==> src/rtl/rf_dump.sv <==
// Register-file dump engine: walks indices FIRST_REG..LAST_REG, reading each
// word through a combinational read port and presenting it on a valid/ready stream.
module rf_dump #(
   parameter int FIRST_REG = 0,
   parameter int LAST_REG  = 31,
   parameter bit ZERO_R0   = 1'b1
) (
   input  logic        clk,
   input  logic        rst,
   input  logic        start,
   input  logic        abort,
   output logic [4:0]  rf_a,
   input  logic [31:0] rf_rd,
   output logic        out_valid,
   input  logic        out_ready,
   output logic [4:0]  out_idx,
   output logic [31:0] out_data,
   output logic        busy,
   output logic        done
);

   localparam logic [4:0] FIRST_IDX = 5'(FIRST_REG);
   localparam logic [4:0] LAST_IDX  = 5'(LAST_REG);

   typedef enum logic [1:0] {
      S_IDLE,
      S_READ,
      S_SEND,
      S_DONE
   } state_t;

   state_t      state;
   logic [4:0]  idx;
   logic [31:0] capture;

   // Register 0 may be hard-wired to zero in the source register file.
   assign capture = (ZERO_R0 && idx == 5'd0) ? 32'd0 : rf_rd;

   // busy is high exactly in READ/SEND, so it doubles as the address select.
   assign rf_a = busy ? idx : FIRST_IDX;

   // NOTE: all state here uses non-blocking assignments so every register
   // samples the pre-edge values; blocking writes would create ordering races.
   always_ff @(posedge clk or posedge rst) begin
      if (rst) begin
         state     <= S_IDLE;
         idx       <= FIRST_IDX;
         out_valid <= 1'b0;
         out_idx   <= 5'd0;
         out_data  <= 32'd0;
         busy      <= 1'b0;
         done      <= 1'b0;
      end else begin
         done <= 1'b0;
         case (state)
            S_IDLE: begin
               if (start && !abort) begin
                  idx   <= FIRST_IDX;
                  busy  <= 1'b1;
                  state <= S_READ;
               end
            end

            S_READ: begin
               if (abort) begin
                  state     <= S_IDLE;
                  idx       <= FIRST_IDX;
                  busy      <= 1'b0;
                  out_valid <= 1'b0;
               end else begin
                  out_data  <= capture;
                  out_idx   <= idx;
                  out_valid <= 1'b1;
                  state     <= S_SEND;
               end
            end

            S_SEND: begin
               if (abort) begin
                  // The presented word is dropped without a handshake.
                  state     <= S_IDLE;
                  idx       <= FIRST_IDX;
                  busy      <= 1'b0;
                  out_valid <= 1'b0;
               end else if (out_ready) begin
                  out_valid <= 1'b0;
                  if (idx == LAST_IDX) begin
                     busy  <= 1'b0;
                     done  <= 1'b1;
                     state <= S_DONE;
                  end else begin
                     idx   <= idx + 5'd1;
                     state <= S_READ;
                  end
               end
            end

            S_DONE: begin
               idx   <= FIRST_IDX;
               state <= S_IDLE;
            end

            default: begin
               state     <= S_IDLE;
               idx       <= FIRST_IDX;
               busy      <= 1'b0;
               out_valid <= 1'b0;
            end
         endcase
      end
   end

endmodule
==> config.mk <==
export PLATFORM = sky130hd
export DESIGN_NAME = rf_dump
export DESIGN_NICKNAME = d
export VERILOG_FILES = /design/src/rtl/rf_dump.sv
export SDC_FILE = /design/constraint.sdc
export NUM_CORES = 1
export LEC_CHECK = 0
export CORE_ASPECT_RATIO = 1.75
export CORE_MARGIN = 5
export CORE_UTILIZATION = 38
export DETAILED_ROUTE_END_ITERATION = 10
export PLACE_DENSITY_LB_ADDON = 0.05
export REMOVE_ABC_BUFFERS = 1
export SYNTH_ARGS = -nofsm -noshare
export SYNTH_HDL_FRONTEND = slang
export SYNTH_SLANG_ARGS = --single-unit
==> constraint.sdc <==
create_clock -name clk -period 1.8 [get_ports clk]
set_clock_uncertainty 0.2 [all_clocks]
set_input_delay 0.36 -clock clk [delete_from_list [all_inputs] [get_ports clk]]
set_output_delay 0.36 -clock clk [all_outputs]
set_load 0.005 [all_outputs]
Word-level counts from Yosys, hierarchy flattened
Cells that the tools add are included.
Operators by class
  $add $sub $neg: 1
  equal/unequal tests: 9
  mux-type cells: 28
  bitwise logic cells: 1
  reduce and logical (&&, ||, !) cells: 11
Operator list (count)
  2-to-1 mux 32 bit: 1
  2-to-1 mux 5 bit: 6
  one-hot mux 5 bit (4 select lines): 1
  2-to-1 mux 1 bit: 12
  2-to-1 mux 2 bit: 5
  != test 3 bit (second input constant): 3
  one-hot mux 2 bit (4 select lines): 1
  AND reduction 2 bit: 3
  adder 5 x 1 -> 5 bit (second input constant): 1
  equality test 5 bit (second input constant): 1
  logical NOT 5 bit: 1
  AND reduction 5 bit: 1
  equality test 2 bit (second input constant): 2
  != test 2 bit (second input constant): 2
  AND reduction 4 bit: 1
  one-hot mux 1 bit (3 select lines): 1
  nonzero test 3 bit: 1
  equality test 2 x 1 -> 1 bit (second input constant): 1
  logical NOT 2 bit: 1
  one-hot mux 1 bit (2 select lines): 1
  nonzero test 2 bit: 1
  logical AND 1 bit: 1
  logical NOT 1 bit: 1
  inverter 1 bit: 1
Word-level totals
  flip-flop bits (word level): 47
  bits of input ports: 37
  output and inout bits: 45
  logic and storage cells: 57

Longest topological paths before layout
  depth after elaboration: 5
  depth in mapped cells: 7
  mapped depth without buffers: 7

Worst setup path before layout
No wires, ideal clock.
  path kind: reg2reg
  start: register idx[0]
  end: register idx[3]
  library setup time: 0.133 ns
  arrival: 1.617 ns
  slack: -0.150 ns
  cell stages (with the launch flop): 8
  buffers on the path: 0
  path through: dfrtp_1 > ha_1 > and3_1 > ha_1 > and4b_1 > nor2_1 > o31ai_1 > o21ai_0
Between the ends
  longest elaborated chain between the ends: 5
  elaborated cells on any way between the ends: 8
Ends and longest elaborated chain
  from (decl): RTL line 33  | logic [4:0] idx;
  from (signal assigned): RTL line 92  | idx <= idx + 5'd1;
  adder 5 x 1 -> 5 bit: RTL line 92
  2-to-1 mux 5 bit: RTL line 87  | if (idx == LAST_IDX) begin
  2-to-1 mux 5 bit: RTL line 85  | end else if (out_ready) begin
  2-to-1 mux 5 bit: RTL line 79  | if (abort) begin
  one-hot mux 5 bit (4 select lines): RTL line 55  | case (state)
Several ways; a longest one is shown, not always the timed one. The select of a mux whose other input is x is not followed.
A chain may end at the register's enable or synchronous reset.

Worst setup path in the final report
  start: input port abort
  end: register idx[0]
Between the ends
  longest elaborated chain between the ends: 4
  elaborated cells on any way between the ends: 9
Ends and longest elaborated chain
  from (decl): RTL line 11  | input logic abort,
  logical NOT 1 bit: RTL line 57  | if (start && !abort) begin
  logical AND 1 bit: RTL line 57
  != test 2 bit (no source line)
  AND reduction 4 bit (no source line)
Several ways; a longest one is shown, not always the timed one.

==> impl_metrics.toml <==
[outcome]
status = "finished with violations"
violations = "negative setup slack"

[logic_synthesis]
syn_area_um2 = 2010
syn_avg_cell_area_um2 = 12.6
netlist_instances = 159
seq_area_frac_synth_pct = 58.6
synth.area.top_cells = "dfrtp_1 59%, a22o_1 14%, ha_1 4.4%, inv_1 1.7%, mux2_2 1.7%"
ys_async_sr_fraction_pct = 100
yosysTopAreaCellShare_pct = 58.6
yosysWarningCount = 0
synthFlopType = "dfrtp_1"
synth_edf_count = 0
synth.most_common_cell = "dfrtp_1"
synth_top_area_cell = "dfrtp_1"
synth_cell_types = 38
synthTopCellsByCount = "47 x dfrtp_1, 32 x a22o_1, 9 x inv_1"
synth-seq-cells = 47

[worst_setup_path]
cp.arrival_ns = 1.88
crit_type = "in -> reg"
cp_cell_sequence = "clkdlybuf4s50_1 > buf_4 > nand2b_1 > and2_2 > a211o_1 > mux2_4"
crit_fanout = 7
crit_path_start_kind = "primary input"
crit_buf_inv = 2
crit_required_ns = 1.78
critical-path-slowest-cell = "clkdlybuf4s50_1"
max_stage_delay_ns = 0.41
endpoint_kind = "flip-flop"
crit_family = "buffers and inverters"

[sta]
hold_viol = 0
period_needed_ns = 1.90
maxSlewHeadroom_pct = 77.7
maxSlewViolCount = 0
min_period_over_period_pct = 106
tightest_slew_ns = 0.334
setup_viol = 6
rsz0062_at_grt = "yes"
max_clock_freq_mhz = 526
worst_slack_ns = -0.103

[grt]
grt_pass1_wl_mm = 9.37
grt_max_degree = 41
grtUsageTotal_pct = 17.7
grt-ovfl-total = 0
antenna_found_initial = 0
grt_pass1_vias = 1798

[floorplanning]
die_height_um = 106
start_util_pct = 38.5
io_pins = 82
die_x_um = 64.9
rows = 35
dieArea_um2 = 6890
core_area_um2 = 5210

[routing]
ant_nets = 0
first_pass_iters = 4
via_per_inst = 5.16
drc = 0
num_vias = 1735
wl_per_cell_um = 17.5
drtIter0Drc = 97
routed_wl_mm = 5.89

[clocking]
cts_hold_buf = 0
root_buffer = "clkbuf_8"
clockBufferDepth = 2
clock_latency_ns = 0.30
clkTransAtPathRegs_ns = 0.09
cts.sinks = 47
cts_inserted_buffers = 5
tritoncts = "yes"
h-tree-depth = 2

[placed_design]
pre_cts_ws_ns = -0.683
portBuffers = 81
place_area_um2 = 3060
place_hpwl_mm = 4.32
globalplace.congestion = 0.777

[pwr]
powerDensity_nw_per_um2 = 952
p_int_w = 0.00222
clkPwrFrac_pct = 20.9
p_comb_share_pct = 39.8
p_sw_share_pct = 30.8
leakage_nw = 1.58
pwr-share-seq_pct = 39.3
ir_drop_v = 0.000670
switchingPower_w = 0.000988

[finish]
nNetsFinal = 324
fill_cells = 422
regArea_um2 = 1180
area.growth.synth_to_final_pct = 68.1
num_antenna_cells = 0
multi_input_area_um2 = 828
drive_above_1_share_pct = 26.7
fin_area_um2 = 3370

[min_path]
hp-class = "in -> async"

[job]
cap_violations = 0
## cells in the final DEF, fill, tap and decap left out, types with 2 or more instances in the layout
master,instances
clkdlybuf4s15_1,2
clkbuf_2,3
inv_1,7
a21oi_1,3
ha_1,4
nand2_1,5
and2_1,3
o31ai_1,2
nor2_1,7
o21ai_0,2
buf_12,3
ha_4,2
nor2_4,2
a22o_1,32
a22o_2,2
dfrtp_1,46
inv_2,2
clkdlybuf4s50_1,75
o21ai_1,4
buf_6,4
buf_4,32
clkbuf_8,6
mux2_2,3
nor3_1,2
## what timing repair did
| item | in CTS | in global routing |
|---|---|---|
| cloned | 1 | 1 |
| buffers inserted | 3 | 7 |
| endpoints found under the setup margin | 48 | 46 |
| hold endpoints to repair | 0 | 0 |
| resized for setup | 29 | 10 |
| pin swaps | 4 | 6 |
## path summary, 6_finish.rpt
check,from,end,slack [ns],cells after the start
worst max register to register,state[1],idx[0],-0.09,6
max in group asynchronous,rst,out_idx[0],0.89,3
worst min-delay path,rst,idx[2],0.22,3
worst max-delay path,abort,idx[0],-0.10,6
min in group clk,out_idx[0],out_idx[0],0.29,2
worst min register to register,out_idx[0],out_idx[0],0.29,2
## flip-flops by register name, indices dropped and copies added (netlist names)
register and flops:
busy 1, state 2, out_data 32, out_idx 5, idx 5, out_valid 1, done 1
## per-layer routing
layer  part of all wire [%]  global-route usage [%]  vias to the layer above  routed length, µm
met5                      0                       0                        -                  0
met4                    1.3                    5.90                        0                 79
met3                    4.6                    3.70                        6                269
met2                     56                    31.9                       54               3280
met1                     38                    20.3                      852               2270
li1                       -                       -                      823                  -
## metrics by stage
step,utilization [%],instances,total power (W),hold slack (ns),TNS [ns]
2_1_floorplan,-,151,0.00177,0.249,-27.11
3_3_place_gp,58.8,316,0.00240,0.264,-20.87
3_5_place_dp,58.8,316,0.00243,0.279,-24.30
4_1_cts,62.8,328,0.00319,0.229,-0.356
5_1_grt,64.7,336,0.00341,0.253,-0.857
6_report,64.7,336,0.00321,0.222,-0.333
## logic make-up after synthesis
| group | count (synthesis) | synth area share [%] |
|---|---|---|
| AO/OA/AOI/OAI | 51 | 20.5 |
| AND/OR/NAND/NOR | 32 | 9.86 |
| multiplexers | 5 | 2.93 |
| flip-flops | 47 | 58.6 |
| buffers and inverters | 17 | 3.68 |
| adder cells (fa/ha/maj) | 7 | 4.37 |
## final cells by class
| type | count | area share [%] |
|---|---|---|
| clock inverter | 2 | 0.482 |
| multi-input combinational | 96 | 24.6 |
| tap | 55 | 2.04 |
| timing repair buffer | 121 | 34.5 |
| clock buffer | 6 | 2.45 |
| inverter | 9 | 1.00 |
| sequential | 47 | 34.9 |
## power by group through the flow
stage               Combinational, W  Clock, W  Sequential [W]
floorplan                   0.000481         0         0.00129
global placement             0.00113         0         0.00128
CTS                          0.00123  0.000699         0.00126
finish                       0.00128  0.000671         0.00126
global route                 0.00138  0.000754         0.00128
detailed placement           0.00116         0         0.00128
## worst min-delay path, cell delays in order
cell and delay [ns]:
clkdlybuf4s50_1 0.42, inv_2 0.06, buf_4 0.26
Power figures use the tool's default switching activity.
